[src/rtl/alu_pkg.sv]
// rtl/alu_pkg.sv - opcodes, opcode width and FSM encoding shared by the alu_mc slice
package alu_pkg;

  localparam int OPW = 4;

  localparam logic [OPW-1:0] ALU_ADD  = 4'd0;
  localparam logic [OPW-1:0] ALU_SUB  = 4'd1;
  localparam logic [OPW-1:0] ALU_NOT  = 4'd2;
  localparam logic [OPW-1:0] ALU_AND  = 4'd3;
  localparam logic [OPW-1:0] ALU_OR   = 4'd4;
  localparam logic [OPW-1:0] ALU_XOR  = 4'd5;
  localparam logic [OPW-1:0] ALU_SLT  = 4'd6;
  localparam logic [OPW-1:0] ALU_EQ   = 4'd7;
  localparam logic [OPW-1:0] ALU_SLTU = 4'd8;
  localparam logic [OPW-1:0] ALU_SLL  = 4'd9;
  localparam logic [OPW-1:0] ALU_SRL  = 4'd10;
  localparam logic [OPW-1:0] ALU_SRA  = 4'd11;
  localparam logic [OPW-1:0] ALU_MUL  = 4'd12;

  typedef enum logic [1:0] {
    ST_IDLE = 2'd0,
    ST_BUSY = 2'd1,
    ST_DONE = 2'd2
  } state_t;

endpackage

[src/rtl/alu_mc_if.sv]
// rtl/alu_mc_if.sv - operand/result handshake bundle between the execute stage and alu_mc
interface alu_mc_if #(
  parameter int WIDTH = 32
);
  import alu_pkg::*;

  logic             in_valid;
  logic             in_ready;
  logic [OPW-1:0]   op;
  logic [WIDTH-1:0] a;
  logic [WIDTH-1:0] b;
  logic             out_valid;
  logic             out_ready;
  logic [WIDTH-1:0] result;
  logic             overflow;
  logic             illegal;

  modport master (
    output in_valid, op, a, b, out_ready,
    input  in_ready, out_valid, result, overflow, illegal
  );

  modport slave (
    input  in_valid, op, a, b, out_ready,
    output in_ready, out_valid, result, overflow, illegal
  );

endinterface

[src/rtl/alu_mul_iter.sv]
// rtl/alu_mul_iter.sv - iterative shift-add multiplier, only built when ALU_MUL_EN is defined
// done/product are combinational on the last step so the caller registers the product on that edge.
module alu_mul_iter #(
  parameter int WIDTH = 32
) (
  input  logic             clk,
  input  logic             rst,
  input  logic             start,
  input  logic [WIDTH-1:0] a,
  input  logic [WIDTH-1:0] b,
  output logic             busy,
  output logic             done,
  output logic [WIDTH-1:0] product
);
  localparam int CW = $clog2(WIDTH);

  logic [CW-1:0]    cnt;
  logic [WIDTH-1:0] mcand;
  logic [WIDTH-1:0] mplier;
  logic [WIDTH-1:0] acc;
  logic [WIDTH-1:0] addend;

  assign addend  = mplier[0] ? mcand : '0;
  assign product = acc + addend;
  assign done    = busy && (cnt == CW'(WIDTH - 1));

  always_ff @(posedge clk) begin
    if (rst) begin
      cnt    <= '0;
      mcand  <= '0;
      mplier <= '0;
      acc    <= '0;
      busy   <= 1'b0;
    end else if (start) begin
      cnt    <= '0;
      mcand  <= a;
      mplier <= b;
      acc    <= '0;
      busy   <= 1'b1;
    end else if (busy) begin
      // multiplier LSB first; multiplicand shifts left so only low WIDTH bits survive
      acc    <= product;
      mcand  <= mcand << 1;
      mplier <= mplier >> 1;
      cnt    <= cnt + 1'b1;
      if (done) begin
        busy <= 1'b0;
      end
    end
  end

endmodule

[src/rtl/alu_mc.sv]
// rtl/alu_mc.sv - multi-cycle handshaked ALU; define ALU_MUL_EN to build the iterative multiplier (op 12)
module alu_mc
  import alu_pkg::*;
#(
  parameter int WIDTH = 32
) (
  input  logic     clk,
  input  logic     rst,
  alu_mc_if.slave  bus
);
  localparam int SHW = $clog2(WIDTH);

  state_t           state;
  logic [WIDTH-1:0] result_q;
  logic             overflow_q;
  logic             illegal_q;
  logic             out_valid_q;

  logic             is_sub;
  logic [WIDTH-1:0] b_eff;
  logic [WIDTH:0]   sum;
  logic             add_ovf;
  logic [SHW-1:0]   sh;
  logic [WIDTH-1:0] nxt_res;
  logic             nxt_ovf;
  logic             nxt_ill;

  logic             is_mul;
  logic             mul_busy;
  logic             mul_done;
  logic [WIDTH-1:0] mul_product;

`ifdef ALU_MUL_EN
  logic mul_start;

  assign is_mul    = (bus.op == ALU_MUL);
  assign mul_start = (state == ST_IDLE) && bus.in_valid && is_mul;

  alu_mul_iter #(.WIDTH(WIDTH)) u_mul (
    .clk     (clk),
    .rst     (rst),
    .start   (mul_start),
    .a       (bus.a),
    .b       (bus.b),
    .busy    (mul_busy),
    .done    (mul_done),
    .product (mul_product)
  );
`else
  assign is_mul      = 1'b0;
  assign mul_busy    = 1'b0;
  assign mul_done    = 1'b0;
  assign mul_product = '0;
`endif

  assign bus.in_ready  = (state == ST_IDLE) && !rst;
  assign bus.out_valid = out_valid_q;
  assign bus.result    = result_q;
  assign bus.overflow  = overflow_q;
  assign bus.illegal   = illegal_q;

  // One shared adder: everything except ADD computes a - b, compares included.
  always_comb begin
    is_sub  = (bus.op != ALU_ADD);
    b_eff   = is_sub ? ~bus.b : bus.b;
    sum     = {1'b0, bus.a} + {1'b0, b_eff} + {{WIDTH{1'b0}}, is_sub};
    add_ovf = (bus.a[WIDTH-1] == b_eff[WIDTH-1]) && (sum[WIDTH-1] != bus.a[WIDTH-1]);
    sh      = bus.b[SHW-1:0];
    nxt_res = '0;
    nxt_ovf = 1'b0;
    nxt_ill = 1'b0;
    case (bus.op)
      ALU_ADD, ALU_SUB: begin
        nxt_res = sum[WIDTH-1:0];
        nxt_ovf = add_ovf;
      end
      ALU_NOT:  nxt_res = ~bus.a;
      ALU_AND:  nxt_res = bus.a & bus.b;
      ALU_OR:   nxt_res = bus.a | bus.b;
      ALU_XOR:  nxt_res = bus.a ^ bus.b;
      ALU_SLT:  nxt_res = {{(WIDTH-1){1'b0}}, sum[WIDTH-1] ^ add_ovf};
      ALU_EQ:   nxt_res = {{(WIDTH-1){1'b0}}, bus.a == bus.b};
      ALU_SLTU: nxt_res = {{(WIDTH-1){1'b0}}, ~sum[WIDTH]};
      ALU_SLL:  nxt_res = bus.a << sh;
      ALU_SRL:  nxt_res = bus.a >> sh;
      ALU_SRA:  nxt_res = WIDTH'($signed(bus.a) >>> sh);
      default:  nxt_ill = 1'b1;
    endcase
  end

  always_ff @(posedge clk) begin
    if (rst) begin
      state       <= ST_IDLE;
      result_q    <= '0;
      overflow_q  <= 1'b0;
      illegal_q   <= 1'b0;
      out_valid_q <= 1'b0;
    end else begin
      case (state)
        ST_IDLE: begin
          if (bus.in_valid) begin
            if (is_mul) begin
              state <= ST_BUSY;
            end else begin
              result_q    <= nxt_res;
              overflow_q  <= nxt_ovf;
              illegal_q   <= nxt_ill;
              out_valid_q <= 1'b1;
              state       <= ST_DONE;
            end
          end
        end
        ST_BUSY: begin
          if (mul_busy && mul_done) begin
            result_q    <= mul_product;
            overflow_q  <= 1'b0;
            illegal_q   <= 1'b0;
            out_valid_q <= 1'b1;
            state       <= ST_DONE;
          end
        end
        ST_DONE: begin
          if (bus.out_ready) begin
            out_valid_q <= 1'b0;
            state       <= ST_IDLE;
          end
        end
        default: state <= ST_IDLE;
      endcase
    end
  end

endmodule

[src/flat_wrapper.sv]
// flat-port wrapper written by rule: the top's interface ports become plain ports
module alu_mc_flat import alu_pkg::*;
#(
  parameter int WIDTH = 32
)
  (clk, rst, bus_in_valid, bus_op, bus_a, bus_b, bus_out_ready, bus_in_ready, bus_out_valid, bus_result, bus_overflow, bus_illegal);
  alu_mc_if #(.WIDTH(WIDTH)) bus_i ();
  input  logic clk;
  input  logic rst;
  input wire logic [$bits(bus_i.in_valid)-1:0] bus_in_valid;
  input wire logic [$bits(bus_i.op)-1:0] bus_op;
  input wire logic [$bits(bus_i.a)-1:0] bus_a;
  input wire logic [$bits(bus_i.b)-1:0] bus_b;
  input wire logic [$bits(bus_i.out_ready)-1:0] bus_out_ready;
  output wire logic [$bits(bus_i.in_ready)-1:0] bus_in_ready;
  output wire logic [$bits(bus_i.out_valid)-1:0] bus_out_valid;
  output wire logic [$bits(bus_i.result)-1:0] bus_result;
  output wire logic [$bits(bus_i.overflow)-1:0] bus_overflow;
  output wire logic [$bits(bus_i.illegal)-1:0] bus_illegal;
  assign bus_i.in_valid = bus_in_valid;
  assign bus_i.op = bus_op;
  assign bus_i.a = bus_a;
  assign bus_i.b = bus_b;
  assign bus_i.out_ready = bus_out_ready;
  assign bus_in_ready = bus_i.in_ready;
  assign bus_out_valid = bus_i.out_valid;
  assign bus_result = bus_i.result;
  assign bus_overflow = bus_i.overflow;
  assign bus_illegal = bus_i.illegal;
  alu_mc #(.WIDTH(WIDTH)) u_core (.clk(clk), .rst(rst), .bus(bus_i));
endmodule
[config.mk]
export PLATFORM = sky130hd
export DESIGN_NAME = alu_mc_flat
export DESIGN_NICKNAME = d
export VERILOG_FILES = /design/src/rtl/alu_pkg.sv /design/src/rtl/alu_mc_if.sv /design/src/rtl/alu_mul_iter.sv /design/src/rtl/alu_mc.sv /design/src/flat_wrapper.sv
export SDC_FILE = /design/constraint.sdc
export NUM_CORES = 1
export LEC_CHECK = 0
export ABC_AREA = 1
export CORE_MARGIN = 2
export CORE_UTILIZATION = 25
export CTS_CLUSTER_SIZE = 14
export DETAILED_ROUTE_END_ITERATION = 8
export PLACE_DENSITY = 0.43
export SYNTH_ARGS = -nofsm -noshare
export SYNTH_HDL_FRONTEND = slang
export SYNTH_HIERARCHICAL = 1
export SYNTH_SLANG_ARGS = --single-unit
[constraint.sdc]
create_clock -name clk -period 3.7 [get_ports clk]
set_input_delay 0.555 -clock clk [delete_from_list [all_inputs] [get_ports clk]]
set_output_delay 0.555 -clock clk [all_outputs]
set_load 0.01 [all_outputs]
==> flow_summary_export.csv, run 1 <==
group,metric,value,unit
timing,min_period,3.62,ns
pwr,p_comb_frac,0.636,
setup_path,regToRegStartpoint,"u_core/bus.out_valid",
setup_path,crit_path_max_delay_cell_type,"clkdlybuf4s50_1",
pwr,power.clock.fraction,0.201,
finish,fin_util,0.316,
synth,async_flop_share,0,
synth,ys_seq_elements,35,
min_path,holdPathEnd,"u_core/bus.result[31]",
setup_path,cp_data_required_time,3.86,ns
min_path,timing.hold.worst_path_depth,2,
timing,setup_viol_count_final,0,
status,status,"complete, no violations",
drt,drt-pass1-iter-count,5,
min_path,min_from,"u_core/bus.result[31]",
clock_tree,clk_latency,0.29,ns
clock_tree,cts_max_path_bufs,2,
setup_path,cp.buffers_inverters,2,
die,fp.dieW,197,um
drt,top_signal_layer_used,"met5",
clock_tree,cts.sinks,35,
place,place_congestion,1.05,
drt,drtIter0Drc,1352,
clock_tree,cts_root_buffer,"clkbuf_16",
setup_path,reg2reg_to,"u_core/bus.result[6]",
place,dp.cells,2311,
setup_path,critPathMostFrequentCell,"a21oi_1",
timing,slew_violations,0,
synth,synth_fp_nets,1894,
place,place.detailed.hpwl,46.9,mm
pwr,netSwitchingFraction,0.491,
drt,post_drt_wl_per_cell,24.2,um
setup_path,end_kind,"register",
timing,finalHoldViolCount,0,
run,max_cap_violations,0,
pwr,cellInternalPower,0.00129,W
drt,wl_met1,25.0,mm
setup_path,critical_path.top_delay_family,"simple AND/OR/NAND/NOR gates",
setup_path,start_kind,"input port",
drt,wl,56.2,mm
timing,fin_worst_skew,0.00425,ns
die,design.portCount,108,
setup_path,crit_type,"input port to register",
pwr,irDropWorstVdd,0.000220,V
pwr,pwr-share-seq,0.164,
synth,synth.area.top_cells,"nand2_1, ha_1, nand3_1",
synth,post_synth_num_cell_types,42,
drt,routed-wl-met2,24.0,mm
die,core-area,36600,um2
clock_tree,path_clk_slew,0.06,ns
synth,synth_enable_flop_cells,0,
timing,finalCritPeriodShare,0.978,
synth,flip_flop_cell_with_the_highest_count_after_synthesis,"dfxtp_1",
global_route,grt_usage,0.284,
timing,worst-slew-pin-transition,1.09,ns
timing,final_critical_path_setup_slack,0.0826,ns
pwr,power_leakage,5.47,nW
synth,synthCells,1725,
die,die_height,197,um
global_route,via_count_of_the_first_global_routing_pass,12000,
global_route,grt_start_max_net_pins,60,
setup_path,r2r_setup_slack,2.24,ns
synth,synth.largest_area_cell,"nand2_1",
synth,yosysTopAreaCellShare,0.237,
synth,yosys_warnings,6,
clock_tree,cts_max_level,2,
setup_path,critical-path-max-stage-delay,0.45,ns
die,initial_utilization,0.254,
synth,synth.avg_cell_area,5.40,um2
min_path,hold_path.class,"register to register",
setup_path,cp_max_fo,27,
drt,remaining_drc_errors,0,
synth,synth.cells.most_frequent,"nand2_1, nand3_1, inv_1",
global_route,first_pass_grt_wire_length,80.2,mm
finish,fraction_of_layout_cells_with_a_size_suffix_above_1,0.0816,
drt,ant_nets,0,
pwr,power.net_switching,0.00125,W
die,die_area,38800,um2
synth,synth.cell_area,9310,um2
pwr,cellPowerDensity,219,nW/um2
drt,detailroute.via_count,12600,
global_route,globalRouteOverflowTotal,0,
synth,post-synth-top-count-cell,"nand2_1",
timing,unrepaired_setup_endpoints_after_global_routing,"false",
place,place_worst_setup_slack,-0.399,ns
timing,slew_headroom,0.268,
finish,stdcell_count,2319,
place,port-buffer-count,107,
global_route,number_of_antenna_violations_at_the_first_check_in_global_routing,1,
setup_path,worstPathCellList,"clkdlybuf4s50_1 > nor2_2 > nand2_2 > buf_12 > xor2_1 > ha_1 > a21oi_1 > o21ai_0 > a21oi_1 > nand2_1 > or2_2 > nand3_1 > nand4_1 > nand2_1 > a21oi_1",
die,floorplan.rows,70,
synth,synth-seq-area-share,0.0752,
setup_path,worst_ep_arrival_time,3.77,ns
finish,antenna_cells,0,
clock_tree,tritoncts,"yes",
finish,final_nets,2019,
timing,fmaxAchievable,276,MHz
drt,viasPerCell,5.43,
clock_tree,post_cts.repair.setup_buffers,0,
setup_path,reg2regPathDepth,6,
finish,p_r_area_growth_vs_syn,24.3,%
clock_tree,cts_buffers,5,
drt,met3_wl_post_dr,4.09,mm
==> metal layers <==
metal	track usage	vias to the layer above
met3	0.0461	102
met5	0	-
met4	0.142	2
li1	-	6028
met1	0.381	5868
met2	0.439	587
==> cell usage in the layout, fill, tap and decap left out, types with 10 or more instances in the layout <==
cell             synthesis  layout
o211ai_1                37      37
o22ai_1                 12      12
o21ai_0                 99      97
ha_1                    96      96
a21oi_1                124     120
nand4_1                 15      15
buf_4                    4      89
nor3_1                  23      21
nor2_1                 109     106
nand2_1                589     588
nand3b_1                12      12
nor4_1                  11      11
clkdlybuf4s50_1          0     103
xor2_1                  32      32
a221oi_1                12      12
dfxtp_1                 35      35
inv_2                    9      10
o21a_1                  17      17
o21ai_1                 17      19
inv_1                  133     133
nand3_1                202     202
==> what timing repair did <==
item	in CTS	in global routing
pin swaps	0	1
cloned	0	0
setup endpoints to repair	2	7
gates resized for setup	2	12
hold buffers	0	0
==> per-stage QoR <==
stage | instance area [um2] | total power (W) | hold slack (ns) | setup TNS, ns
after floorplan | 9310 | 0.00129 | 0.490 | 0
final | 11600 | 0.00254 | 0.465 | 0
after CTS | 11500 | 0.00251 | 0.466 | 0
after global routing | 11600 | 0.00270 | 0.478 | 0
after detailed placement | 11400 | 0.00199 | 0.457 | -2.29
after global placement | 11400 | 0.00200 | 0.456 | -1.97
==> registers in the layout, indices dropped and copies added, names as in the netlist <==
name	count
u_core/bus.overflow	1
u_core/bus.out_valid	1
u_core/bus.result	32
u_core/bus.illegal	1
==> worst max-delay path by stage <==
stage / from / to / slack, ns / cells past startpoint
after floorplan: bus_b[3] / u_core/bus.result[22] / 0.89 / 17
after global placement: bus_op[1] / u_core/bus.result[29] / -0.43 / 17
after detailed placement: bus_op[2] / u_core/bus.result[29] / -0.40 / 17
after CTS: bus_op[3] / u_core/bus.result[4] / 0.09 / 14
after global routing: bus_op[3] / u_core/bus.result[25] / 0.003 / 18
final: bus_op[3] / u_core/bus.result[16] / 0.08 / 15
==> power groups by stage <==
stage,Clock [W],Combinational [W],Sequential (W)
3_5_place_dp,0,0.00156,0.000423
6_report,0.000509,0.00161,0.000415
4_1_cts,0.000523,0.00157,0.000415
3_3_place_gp,0,0.00157,0.000424
2_1_floorplan,0,0.000866,0.000429
5_1_grt,0.000533,0.00175,0.000417
==> logic make-up (layout without fill, tap and decap cells) <==
family,Yosys count,after routing,share of synthesized area
AOI/OAI and AO/OA,340,340,0.210
xor gates and xnor gates,32,32,0.0301
adders and majority gates,97,97,0.131
buffers and inverters,230,356,0.101
DFF,35,35,0.0752
muxes,4,4,0.00430
and+or+nand+nor,987,987,0.448
==> area by class of cell <==
cell class	instances	area [um2]
fillers	4285	25000
multi-input cells	1460	7710
repair buffers	203	1860
flip-flops and latches	35	701
well taps	468	586
inverters	145	544
clock buffers	6	139
clock inverters	2	35.0
==> worst min-delay path, stage by stage (launching register included) <==
cell	delay (ns)
dfxtp_1	0.31
nand2_1	0.06
a21oi_1	0.05
No activity file was read; power rests on OpenSTA's default activity.
==> run 2, diff against run 1 <==
--- a/config.mk
+++ b/config.mk
@@ -10,8 +10,10 @@
 export CORE_UTILIZATION = 25
 export CTS_CLUSTER_SIZE = 14
 export DETAILED_ROUTE_END_ITERATION = 8
+export GPL_TIMING_DRIVEN = 0
 export PLACE_DENSITY = 0.43
 export SYNTH_ARGS = -nofsm -noshare
 export SYNTH_HDL_FRONTEND = slang
 export SYNTH_HIERARCHICAL = 1
 export SYNTH_SLANG_ARGS = --single-unit
+export TNS_END_PERCENT = 5
==> run 2 against run 1 <==
Sequential share of layout area up 0.14 points. Fmax shrank 1.9%. Cell count decreased by 0.47%. Final area is 2.2% lower. Highest routed layer unchanged. Power is 0.85% higher. Combinational power rose by 3%. Clock power shrank 5.3%. Hold slack gained 0.0014 ns. First-iteration DRC count is 6.0% higher. Sequential power is essentially flat.
==> flow_summary_export.csv, run 2 (synthesized netlist as in run 1, its figures left out) <==
group,metric,value,unit
clock_tree,cts_buffers,5,
setup_path,worst_ep_arrival_time,3.89,ns
timing,unrepaired_setup_endpoints_after_global_routing,"true",
finish,final_area,11300,um2
finish,fraction_of_layout_cells_with_a_size_suffix_above_1,0.0653,
clock_tree,cts_max_path_bufs,2,
timing,setup_viol_count_final,0,
setup_path,start_kind,"input port",
timing,finalCritPeriodShare,0.997,
pwr,power_leakage,5.23,nW
drt,drt-pass1-iter-count,7,
die,die_height,197,um
setup_path,critical-path-max-stage-delay,0.56,ns
min_path,holdPathEnd,"u_core/bus.result[6]",
pwr,irDropWorstVdd,0.000191,V
timing,worst-slew-pin-transition,1.12,ns
global_route,grt_start_max_net_pins,20,
setup_path,end_kind,"register",
min_path,min_from,"u_core/bus.result[6]",
clock_tree,clk_latency,0.27,ns
place,place_worst_setup_slack,-1.47,ns
setup_path,worstPathCellList,"clkdlybuf4s50_1 > inv_2 > buf_4 > xor2_1 > inv_1 > ha_1 > nand2_1 > nor2_1 > nand3_1 > nand2_2 > nand3_1 > nand2_1 > nand3b_1 > nand3_1 > nand3_1 > nand2_1 > nand2_1 > a21oi_1",
min_path,hold_path.class,"register to register",
pwr,cellPowerDensity,226,nW/um2
die,design.portCount,108,
clock_tree,cts.sinks,35,
finish,final_cell_mix,"nand2_1, nand3_1, inv_1, nor2_1, a21oi_1",
place,place_congestion,1.06,
die,floorplan.rows,70,
global_route,first_pass_grt_wire_length,90.7,mm
global_route,via_count_of_the_first_global_routing_pass,12300,
place,placedInstanceArea,11000,um2
global_route,globalRouteOverflowTotal,0,
timing,slew_violations,0,
setup_path,crit_type,"input port to register",
drt,viasPerCell,5.67,
clock_tree,cts_root_buffer,"clkbuf_16",
global_route,grt_usage,0.327,
timing,finalHoldViolCount,0,
global_route,number_of_antenna_violations_at_the_first_check_in_global_routing,4,
run,max_cap_violations,0,
die,die_area,38800,um2
clock_tree,tritoncts,"yes",
setup_path,r2r_setup_slack,1.77,ns
finish,p_r_area_growth_vs_syn,21.5,%
clock_tree,cts_max_level,2,
drt,ant_nets,0,
timing,fin_worst_skew,0.00406,ns
die,initial_utilization,0.254,
setup_path,crit_path_max_delay_cell_type,"clkdlybuf4s50_1",
timing,slew_headroom,0.256,
drt,remaining_drc_errors,0,
setup_path,cp_data_required_time,3.90,ns
finish,layout.cells.most_common,"nand2_1",
place,place.detailed.hpwl,54.7,mm
clock_tree,path_clk_slew,0.05,ns
drt,detailroute.via_count,13100,
setup_path,reg2regPathDepth,5,
die,core-area,36600,um2
timing,fmaxAchievable,271,MHz
min_path,timing.hold.worst_path_depth,2,
drt,post_drt_wl_per_cell,27.9,um
timing,min_period,3.69,ns
finish,max_reg_flops,32,
setup_path,reg2reg_to,"u_core/bus.result[28]",
status,status,"complete, no violations",
drt,drtIter0Drc,1433,
drt,wl,64.4,mm
setup_path,cp_max_fo,19,
place,port-buffer-count,106,
die,fp.dieW,197,um
timing,final_critical_path_setup_slack,0.0120,ns
finish,final_nets,2006,
setup_path,regToRegStartpoint,"u_core/bus.out_valid",
==> run 2: cell count changes in the layout (fill, tap and decap cells not counted), sizes merged <==
cell and change:
buf -52, clkbuf +36, clkdlybuf4s50 -2, clkinv +1, diode +2, dlygate4sd2 +2
dlymetal6s2s +3, inv -1
==> run 2: layer usage <==
metal,up-vias,GRT usage,share of wire
li1,6016,-,-
met1,6335,0.441,0.44
met2,612,0.530,0.44
met3,109,0.0517,0.079
met4,4,0.106,0.041
met5,-,0,0.00050
==> run 2: timing repair <==
action                                 CTS  global route
cloned                                   0             0
gates resized for setup                 28            38
setup buffers                            0             1
setup endpoints to repair               31            28
pin swaps                                0             2
hold buffers                             0             0
endpoints found under the hold margin    0             0
==> run 2: worst max path at each step <==
| stage | startpoint | endpoint | cells after the start |
|---|---|---|---|
| 2_1_floorplan | bus_b[3] | u_core/bus.result[22] | 17 |
| 3_3_place_gp | bus_b[3] | u_core/bus.result[4] | 13 |
| 3_5_place_dp | bus_b[3] | u_core/bus.result[4] | 13 |
| 4_1_cts | bus_op[3] | u_core/bus.result[26] | 17 |
| 5_1_grt | bus_b[4] | u_core/bus.result[4] | 13 |
| 6_report | bus_b[1] | u_core/bus.result[29] | 18 |
==> run 2: area by class of cell <==
| type | count | area, um2 |
|---|---|---|
| diodes | 2 | 5.00 |
| fillers | 4343 | 25300 |
| plain buffers | 83 | 418 |
| inverters | 145 | 544 |
| clock inverters | 2 | 35.0 |
| repair buffers | 107 | 1070 |
| clock buffers | 6 | 139 |
| multi-input cells | 1460 | 7820 |
| flip-flops and latches | 35 | 701 |
| well taps | 468 | 586 |
==> run 2: per-stage QoR <==
stage | TNS (ns) | power [W] | util | std cells | hold slack (ns)
global placement | -29.87 | 0.00200 | 0.299 | 2299 | 0.457
CTS | 0 | 0.00250 | 0.306 | 2306 | 0.468
global route | -0.147 | 0.00271 | 0.309 | 2306 | 0.486
floorplan | 0 | 0.00129 | - | 1725 | 0.490
detailed placement | -29.34 | 0.00199 | 0.299 | 2299 | 0.460
finish | 0 | 0.00256 | 0.309 | 2308 | 0.466
==> run 2: worst max-delay path: cells and delay by family <==
family                   cells  cell delay, ns
buffers and inverters        4            1.16
AND/OR/NAND/NOR             11            1.48
XOR/XNOR                     1            0.25
adder cells (fa/ha/maj)      1            0.28
AO/OA/AOI/OAI                1            0.12
==> run 2: report_power, final <==
| part | internal [W] | total (W) | switching [W] | leakage, nW |
|---|---|---|---|---|
| Clock | 0.000334 | 0.000482 | 0.000148 | 0.0869 |
| Sequential | 0.000400 | 0.000413 | 0.0000132 | 0.285 |
| Combinational | 0.000506 | 0.00166 | 0.00116 | 4.86 |
==> run 3, diff against run 2 <==
==> constraint.sdc (replaced) <==
create_clock -name clk -period 3.8 [get_ports clk]
set_input_delay 0.57 -clock clk [delete_from_list [all_inputs] [get_ports clk]]
set_output_delay 0.57 -clock clk [all_outputs]
set_load 0.01 [all_outputs]
==> run 3 against run 2 <==
Via count barely moved. Register-to-register slack improved by 0.10 ns. Power fell by 2.5%. Sequential power fell by 3%. Hold slack barely moved. Utilization barely moved. Critical path depth fell by 5. Global-route usage barely moved. Highest routed layer unchanged. Clock skew barely moved. Count of clock-buffer cells in the layout did not move. Combinational power fell by 2%. Clock power fell by 2%.
==> flow_summary_export.csv, run 3 (synthesized netlist as in run 1, its figures left out) <==
group,metric,value,unit
die,design.portCount,108,
place,place_worst_setup_slack,-1.38,ns
global_route,grt_start_max_net_pins,20,
finish,fraction_of_layout_cells_with_a_size_suffix_above_1,0.0663,
clock_tree,post_cts_hold_buffer_count,0,
die,initial_utilization,0.254,
die,floorplan.rows,70,
clock_tree,cts.sinks,35,
finish,final_area,11300,um2
timing,unrepaired_setup_endpoints_after_global_routing,"true",
run,max_cap_violations,0,
setup_path,start_kind,"input port",
drt,viasPerCell,5.67,
setup_path,crit_path_max_delay_cell_type,"clkbuf_1",
timing,fmaxAchievable,274,MHz
finish,final_nets,2007,
setup_path,crit_type,"input port to register",
global_route,via_count_of_the_first_global_routing_pass,12300,
clock_tree,cts_max_level,2,
clock_tree,tritoncts,"yes",
drt,wl,64.4,mm
setup_path,cp_max_fo,10,
clock_tree,cts_max_path_bufs,2,
pwr,power_leakage,5.24,nW
timing,slew_headroom,0.264,
die,die_height,197,um
drt,remaining_drc_errors,0,
global_route,number_of_antenna_violations_at_the_first_check_in_global_routing,4,
setup_path,worst_ep_arrival_time,3.79,ns
timing,slew_violations,0,
setup_path,cp.buffers_inverters,5,
clock_tree,path_clk_slew,0.05,ns
place,port-buffer-count,106,
timing,final.setup.tns,0,ns
die,core-area,36600,um2
drt,drtIter0Drc,1386,
place,place.detailed.hpwl,54.7,mm
timing,min_period,3.65,ns
setup_path,critical-path-max-stage-delay,0.50,ns
die,die_area,38800,um2
status,status,"complete, no violations",
finish,fin_util,0.310,
drt,drt-pass1-iter-count,5,
timing,final_critical_path_setup_slack,0.150,ns
timing,worst-slew-pin-transition,1.09,ns
place,place_congestion,1.06,
setup_path,critical_path.top_delay_family,"buffers and inverters",
min_path,hold_path.class,"register to register",
global_route,first_pass_grt_wire_length,90.7,mm
setup_path,cp_data_required_time,3.94,ns
setup_path,end_kind,"register",
finish,layout.cells.most_common,"nand2_1",
clock_tree,cts_buffers,5,
drt,detailroute.via_count,13100,
finish,final_cell_mix,"nand2_1, nand3_1, inv_1, nor2_1, a21oi_1",
clock_tree,clk_latency,0.27,ns
timing,finalHoldViolCount,0,
timing,finalCritPeriodShare,0.960,
pwr,irDropWorstVdd,0.000186,V
global_route,globalRouteOverflowTotal,0,
place,placedInstanceArea,11000,um2
timing,worst_hold_slack,0.466,ns
finish,max_reg_flops,32,
global_route,grt_usage,0.327,
setup_path,worstPathCellList,"clkdlybuf4s50_1 > buf_2 > inv_1 > clkbuf_1 > buf_2 > ha_1 > nand2_1 > o21ai_0 > a21oi_1 > nand3_2 > nand3b_1 > o21ai_1 > a21oi_1",
pwr,cellPowerDensity,220,nW/um2
timing,fin_worst_skew,0.00407,ns
drt,post_drt_wl_per_cell,27.9,um
timing,setup_viol_count_final,0,
clock_tree,cts_root_buffer,"clkbuf_16",
finish,p_r_area_growth_vs_syn,21.7,%
drt,ant_nets,0,
die,fp.dieW,197,um
[run 3: cell count changes in the layout (fill, tap and decap cells not counted)]
cell             previous run  this run
nand3_1                   198       197
dlymetal6s2s_1              3         4
clkbuf_2                    2         3
nand3_2                     4         5
clkdlybuf4s50_1           101       100
[run 3: repair_timing]
action | in CTS | in global routing
setup endpoints to repair | 31 | 29
gates resized for setup | 19 | 47
endpoints found under the hold margin | 0 | 0
buffers inserted | 0 | 1
pin swaps | 0 | 2
[run 3: cell type report]
| type | count | area, um2 |
|---|---|---|
| antenna | 2 | 5.00 |
| buffer | 84 | 423 |
| clock buffer | 6 | 139 |
| clock inverter | 2 | 35.0 |
| fill | 4345 | 25300 |
| inverter | 145 | 544 |
| multi-input combinational | 1460 | 7830 |
| sequential | 35 | 701 |
| tap | 468 | 586 |
| timing repair buffer | 107 | 1080 |
[run 3: metal layers]
layer	part of all wire	track usage	vias up
met2	0.44	0.529	589
met4	0.039	0.107	4
met3	0.077	0.0517	95
li1	-	-	6015
met5	0.00050	0	-
met1	0.44	0.441	6381
[run 3: worst paths after layout]
| kind | startpoint | to | slack [ns] | cells after the start |
|---|---|---|---|---|
| setup reg to reg | u_core/bus.out_valid | u_core/bus.result[28] | 1.87 | 5 |
| setup / recovery | bus_b[4] | u_core/bus.result[4] | 0.15 | 13 |
| hold reg to reg | u_core/bus.result[6] | u_core/bus.result[6] | 0.47 | 2 |
| hold / removal | u_core/bus.result[6] | u_core/bus.result[6] | 0.47 | 2 |
[run 3: where the power goes]
part | internal (W) | total, W | switching (W) | leakage (nW)
Sequential | 0.000389 | 0.000402 | 0.0000128 | 0.285
Clock | 0.000326 | 0.000470 | 0.000144 | 0.0869
Combinational | 0.000493 | 0.00162 | 0.00113 | 4.87
[run 3: through the flow]
step | instances | total power (W)
4_1_cts | 2306 | 0.00243
5_1_grt | 2307 | 0.00264
6_report | 2309 | 0.00249
3_5_place_dp | 2299 | 0.00194
2_1_floorplan | 1725 | 0.00126
3_3_place_gp | 2299 | 0.00195
[run 3: worst reg2reg max path: cells and delay by family, from the launching register on]
family                 cells  cell delay (ns)
DFF                        1             0.33
and+or+nand+nor            2             0.59
AOI/OAI and AO/OA          1             0.08
buffers and inverters      2             0.81
